File: src/rtl/crc_frame_check_pkg.sv
// Shared constants, FSM state type and CRC helper for the frame checker.
// Used by the RTL and by the bench-side engine model.
package crc_frame_check_pkg;

    localparam logic [2:0] STEP_CLR = 3'd1;
    localparam logic [2:0] STEP_SHIFT = 3'd5;
    localparam logic [31:0] CRC_POLY = 32'h04C11DB7;

    typedef enum logic [1:0] {
        IDLE,
        COLLECT,
        SETTLE,
        CHECK
    } state_t;

    // One serial CRC-32 step, MSB-first.
    function automatic logic [31:0] crc_next(
        input logic [31:0] crc,
        input logic din
    );
        crc_next = {crc[30:0], 1'b0} ^ ((crc[31] ^ din) ? CRC_POLY : 32'h0);
    endfunction

endpackage

File: src/rtl/crc_frame_check_fcs_capture.sv
// Received-FCS nibble collector: shift register, nibble count, overrun.
// Nibbles arrive MS-first and are shifted in at the LSB end.
module fcs_capture #(
    parameter int CRC_W = 32,
    parameter int FCS_NIB = 8,
    parameter int NCNT_W = $clog2(FCS_NIB + 1)
) (
    input  logic              clk_100Mz,
    input  logic              rst,
    input  logic              clr,
    input  logic              fcs_valid,
    input  logic [3:0]        fcs_nib,
    output logic [CRC_W-1:0]  fcs_sr,
    output logic [NCNT_W-1:0] count,
    output logic              overrun
);

    always_ff @(posedge clk_100Mz or posedge rst) begin
        if (rst) begin
            fcs_sr  <= '0;
            count   <= '0;
            overrun <= 1'b0;
        end else if (clr) begin
            fcs_sr  <= '0;
            count   <= '0;
            overrun <= 1'b0;
        end else if (fcs_valid) begin
            if (count < NCNT_W'(FCS_NIB)) begin
                fcs_sr <= {fcs_sr[CRC_W-5:0], fcs_nib};
                count  <= count + 1'b1;
            end else begin
                overrun <= 1'b1;
            end
        end
    end

endmodule

File: src/rtl/crc_frame_check.sv
// Frame CRC verdict block: FSM, remainder capture, compare and
// saturating good/bad frame counters.
module crc_frame_check
    import crc_frame_check_pkg::*;
#(
    parameter int CRC_W = 32,
    parameter int FCS_NIB = 8,
    parameter int CNT_W = 16
) (
    input  logic             clk_100Mz,
    input  logic             rst,
    input  logic [2:0]       step,
    input  logic [CRC_W:0]   buff_data_crc,
    input  logic             fcs_valid,
    input  logic [3:0]       fcs_nib,
    output logic             done,
    output logic             crc_ok,
    output logic             crc_err,
    output logic             len_err,
    output logic             busy,
    output logic [CNT_W-1:0] good_cnt,
    output logic [CNT_W-1:0] bad_cnt
);

    localparam int NCNT_W = $clog2(FCS_NIB + 1);

    state_t            state;
    state_t            state_nx;
    logic              clr;
    logic              cap_en;
    logic              check_en;
    logic [CRC_W-1:0]  crc_cap;
    logic [CRC_W-1:0]  fcs_sr;
    logic [NCNT_W-1:0] count;
    logic              overrun;
    logic              len_bad;
    logic              ok_now;
    logic              unused_top;

    assign unused_top = buff_data_crc[CRC_W];
    assign clr = (step == STEP_CLR);

    fcs_capture #(
        .CRC_W  (CRC_W),
        .FCS_NIB(FCS_NIB),
        .NCNT_W (NCNT_W)
    ) u_fcs_capture (
        .clk_100Mz(clk_100Mz),
        .rst      (rst),
        .clr      (clr),
        .fcs_valid(fcs_valid),
        .fcs_nib  (fcs_nib),
        .fcs_sr   (fcs_sr),
        .count    (count),
        .overrun  (overrun)
    );

    always_ff @(posedge clk_100Mz or posedge rst) begin
        if (rst) state <= IDLE;
        else     state <= state_nx;
    end

    always_comb begin
        state_nx = state;
        if (clr) begin
            state_nx = IDLE;
        end else begin
            unique case (state)
                IDLE:    if (step == STEP_SHIFT) state_nx = COLLECT;
                COLLECT: if (step != STEP_SHIFT) state_nx = SETTLE;
                SETTLE:  state_nx = CHECK;
                CHECK:   state_nx = IDLE;
            endcase
        end
    end

    always_comb begin
        busy     = (state != IDLE);
        cap_en   = (state == SETTLE) && !clr;
        check_en = (state == CHECK) && !clr;
    end

    assign len_bad = (count != NCNT_W'(FCS_NIB)) || overrun;
    assign ok_now  = (crc_cap == fcs_sr) && !len_bad;

    // A clear landing on the CHECK edge aborts the frame: no verdict, no count.
    always_ff @(posedge clk_100Mz or posedge rst) begin
        if (rst) begin
            crc_cap  <= '0;
            done     <= 1'b0;
            crc_ok   <= 1'b0;
            crc_err  <= 1'b0;
            len_err  <= 1'b0;
            good_cnt <= '0;
            bad_cnt  <= '0;
        end else begin
            done <= check_en;
            if (cap_en) crc_cap <= buff_data_crc[CRC_W-1:0];
            if (clr) begin
                crc_ok  <= 1'b0;
                crc_err <= 1'b0;
                len_err <= 1'b0;
            end else if (check_en) begin
                crc_ok  <= ok_now;
                crc_err <= !ok_now;
                len_err <= len_bad;
                if (ok_now) begin
                    if (good_cnt != '1) good_cnt <= good_cnt + 1'b1;
                end else begin
                    if (bad_cnt != '1) bad_cnt <= bad_cnt + 1'b1;
                end
            end
        end
    end

endmodule

File: config.mk
export PLATFORM = sky130hd
export DESIGN_NAME = crc_frame_check
export DESIGN_NICKNAME = d
export VERILOG_FILES = /design/src/rtl/crc_frame_check_pkg.sv /design/src/rtl/crc_frame_check_fcs_capture.sv /design/src/rtl/crc_frame_check.sv
export SDC_FILE = /design/constraint.sdc
export NUM_CORES = 1
export LEC_CHECK = 0
export CAP_MARGIN = 20
export CORE_MARGIN = 2
export CORE_UTILIZATION = 53
export DETAILED_ROUTE_END_ITERATION = 8
export PLACE_DENSITY = 0.79
export REMOVE_ABC_BUFFERS = 1
export SLEW_MARGIN = 20
export SYNTH_ARGS = -nofsm -noshare
export SYNTH_HDL_FRONTEND = slang
export SYNTH_SLANG_ARGS = --single-unit
File: constraint.sdc
create_clock -name clk_100Mz -period 7.5 [get_ports clk_100Mz]
set_input_delay 0.75 -clock clk_100Mz [delete_from_list [all_inputs] [get_ports clk_100Mz]]
set_output_delay 0.75 -clock clk_100Mz [all_outputs]
set_load 0.02 [all_outputs]
==> impl_metrics.toml <==
[power]
p_int_w = 0.00124
p_per_area_nw_per_um2 = 310
sw_frac_of_total_pct = 34.5
leakage_nw = 2.65
p_sw_w = 0.000654
p_comb_share_pct = 34.5
peakVddDrop_v = 0.000136
seqPwrFrac_pct = 47.7
clkPwrFrac_pct = 17.8

[synthesis]
synth_top_family_by_area = "simple AND/OR/NAND/NOR gates"
synth_compound_area_share_pct = 5.06
netlist_area_sq_um = 5020
synth_top_area_share_pct = 53.4
synth_xor_area_share_pct = 10.3
synth_seq_cells = 107
ys.flop_type = "dfrtp_1"
synthAdderAreaFrac_pct = 2.00
synth-simple-area-share_pct = 18.6
post-synth-top-area-cell = "dfrtp_1"
async_flop_share_pct = 100
syn_inst = 465
syn_area_per_cell_sq_um = 10.8
synth.area.top_cells = "dfrtp_1 53%, mux2_2 8.1%, nand2_1 6.4%, xnor2_1 5.2%, xor2_1 5.1%"
yosysWarnings = 0
synthMuxAreaShare_pct = 8.68
synth.distinct_cells = 42
yosysSeqAreaShare_pct = 53.4
synth_edf_count = 0

[clocking]
clk_latency_ns = 0.37
post_cts_resized = 0
cts_tree = "yes"
holdBufCountCts = 0
cts_max_path_buffers = 2
cts_setup_buffers = 0
root_buffer = "clkbuf_8"
cts-buffers-inserted = 9
cts_htree_levels = 3
cts_sinks = 107
cts.clk_slew.worst_paths_ns = 0.09

[setup_path]
cp_slowest_stage_delay_ns = 0.58
cp_data_arrival_time_ns = 3.05
crit_path_top_delay_cell = "or4_1"
path_cells = "xor2_1 > or4_1 > nor4_1 > a31oi_2 > nand2_1 > mux2_2"
endpoint_kind = "register"
crit_path_max_fanout = 14
start_kind = "register"
criticalPathCategory = "register to register"
crit_required_ns = 7.76

[timing]
rsz0062_at_grt = "no"
clock_skew_ns = 0.0118
maxSlewHeadroom_pct = 54.1
setup_viol = 0
period_share_pct = 37.2
min_period_ns = 2.79
final_max_slew_viol_count = 0
setup_ws_ns = 4.71
setup_tns_ns = 0
tightest_slew_ns = 0.688
hold_violations = 0
max_freq_mhz = 358

[final_layout]
area_growth_pct = 21.8
drive_gt1_share_pct = 12.2
multi_input_area_sq_um = 2250
num_antenna_cells = 0
nFillCells = 722
fin_nets = 594
final_area_sq_um = 6110
seq_area_sq_um = 2680

[detailed_routing]
drtIter0Drc = 185
totalWireLength_um = 9650
ant_nets = 0
dr.pass1.iters = 4
wire_per_inst_um = 14.7
drc = 0
post_drt_via_cell_ratio = 5.43
vias = 3574

[die]
die_h_um = 101
start_util_pct = 54.6
dieArea_sq_um = 10300
dieWidth_um = 101
rows = 35
ios = 80
core_sq_um = 9200

[global_route]
first_global_vias = 3415
antenna_found_initial = 0
grt_max_degree = 56
grt_usage_pct = 20.2
grt-ovfl-total = 0
grt_pass1_wl_um = 16400

[flow_run]
maxCapViolCount = 0

[placed_design]
dpl-instance-area_sq_um = 5920
post-place-ws_ns = 4.38
gp_congestion = 0.818
numPortBuffers = 78
hpwl_um = 6830

[status]
status = "finished clean"

[hold_path]
hold_class = "register to register"
layout by cell type, fill, tap and decap left out, types with 11 or more instances in the layout:
master	instances
a21oi_1	39
clkdlybuf4s50_1	78
dfrtp_1	107
mux2_2	36
nand2_1	86
nand3_1	14
nand4_1	11
nor2_1	13
xnor2_1	30
xor2_1	29
flip-flops by register name, summed over array words and instances, names as in the netlist:
name and flops:
state 2, done 1, u_fcs_capture.overrun 1, len_err 1
u_fcs_capture.fcs_sr 32, good_cnt 16, crc_cap 32, crc_err 1
u_fcs_capture.count 4, crc_ok 1, bad_cnt 16
cells by family after synthesis:
group | count (synthesis)
and+or+nand+nor | 178
DFF | 107
xor gates and xnor gates | 59
AOI/OAI and AO/OA | 47
muxes | 39
buffers and inverters | 27
adders and majority gates | 8
through the flow:
step                      util (%)  hold WS [ns]  cells  total power (W)
after global routing          66.4         0.517    658          0.00202
after floorplan                  -         0.455    449          0.00136
final                         66.4         0.494    658          0.00189
after detailed placement      64.4         0.482    643          0.00157
after CTS                     66.4         0.495    658          0.00191
after global placement        64.4         0.479    643          0.00154
synth_stat cells, types with 8 or more instances:
| master | instances |
|---|---|
| a21oi_1 | 39 |
| clkbuf_1 | 12 |
| ha_1 | 8 |
| dfrtp_1 | 107 |
| nor2_1 | 13 |
| xor2_1 | 29 |
| nand3_1 | 14 |
| nor4_1 | 10 |
| inv_1 | 11 |
| mux2_2 | 36 |
| xnor2_1 | 30 |
| nand4_1 | 11 |
| nor3_1 | 8 |
| nand2_1 | 86 |
path summary, 6_finish.rpt:
| kind | from | end | slack (ns) | depth (start not counted) |
|---|---|---|---|---|
| setup / recovery | u_fcs_capture.fcs_sr[1] | bad_cnt[1] | 4.71 | 6 |
| hold / removal | bad_cnt[10] | bad_cnt[10] | 0.49 | 1 |
| setup reg to reg | u_fcs_capture.fcs_sr[1] | bad_cnt[1] | 4.71 | 6 |
| hold reg to reg | bad_cnt[10] | bad_cnt[10] | 0.49 | 1 |
| max in group asynchronous | rst | bad_cnt[11] | 5.52 | 3 |
| min in group asynchronous | rst | good_cnt[6] | 0.83 | 2 |
critical path: cells and delay by family (launching register included):
kind                      cells  cell delay [ns]
and+or+nand+nor               3             1.37
AOI/OAI and AO/OA             1             0.37
xor gates and xnor gates      1             0.19
muxes                         1             0.34
DFF                           1             0.41
metal layers:
layer | share of wire (%) | wire length (um) | vias up | track usage [%]
met5 | 0 | 0 | - | 0
met4 | 1.9 | 182 | 0 | 7.69
met3 | 3.8 | 365 | 15 | 2.48
met2 | 48 | 4600 | 87 | 32.5
met1 | 47 | 4500 | 1716 | 28.3
li1 | - | - | 1756 | -
area by class of cell:
cell class	instances	area share, %
sequential	107	43.8
multi-input combinational	331	36.8
timing repair buffer	83	13.4
tap	111	2.27
clock buffer	10	2.09
clock inverter	5	0.901
inverter	11	0.717
power by group through the flow:
stage	logic, W	registers [W]	clock network (W)
after floorplan	0.000462	0.000897	0
after global placement	0.000632	0.000906	0
after detailed placement	0.000655	0.000917	0
final	0.000653	0.000903	0.000337
after CTS	0.000658	0.000905	0.000346
after global routing	0.000722	0.000931	0.000365
No activity file was read; power rests on OpenSTA's default activity.
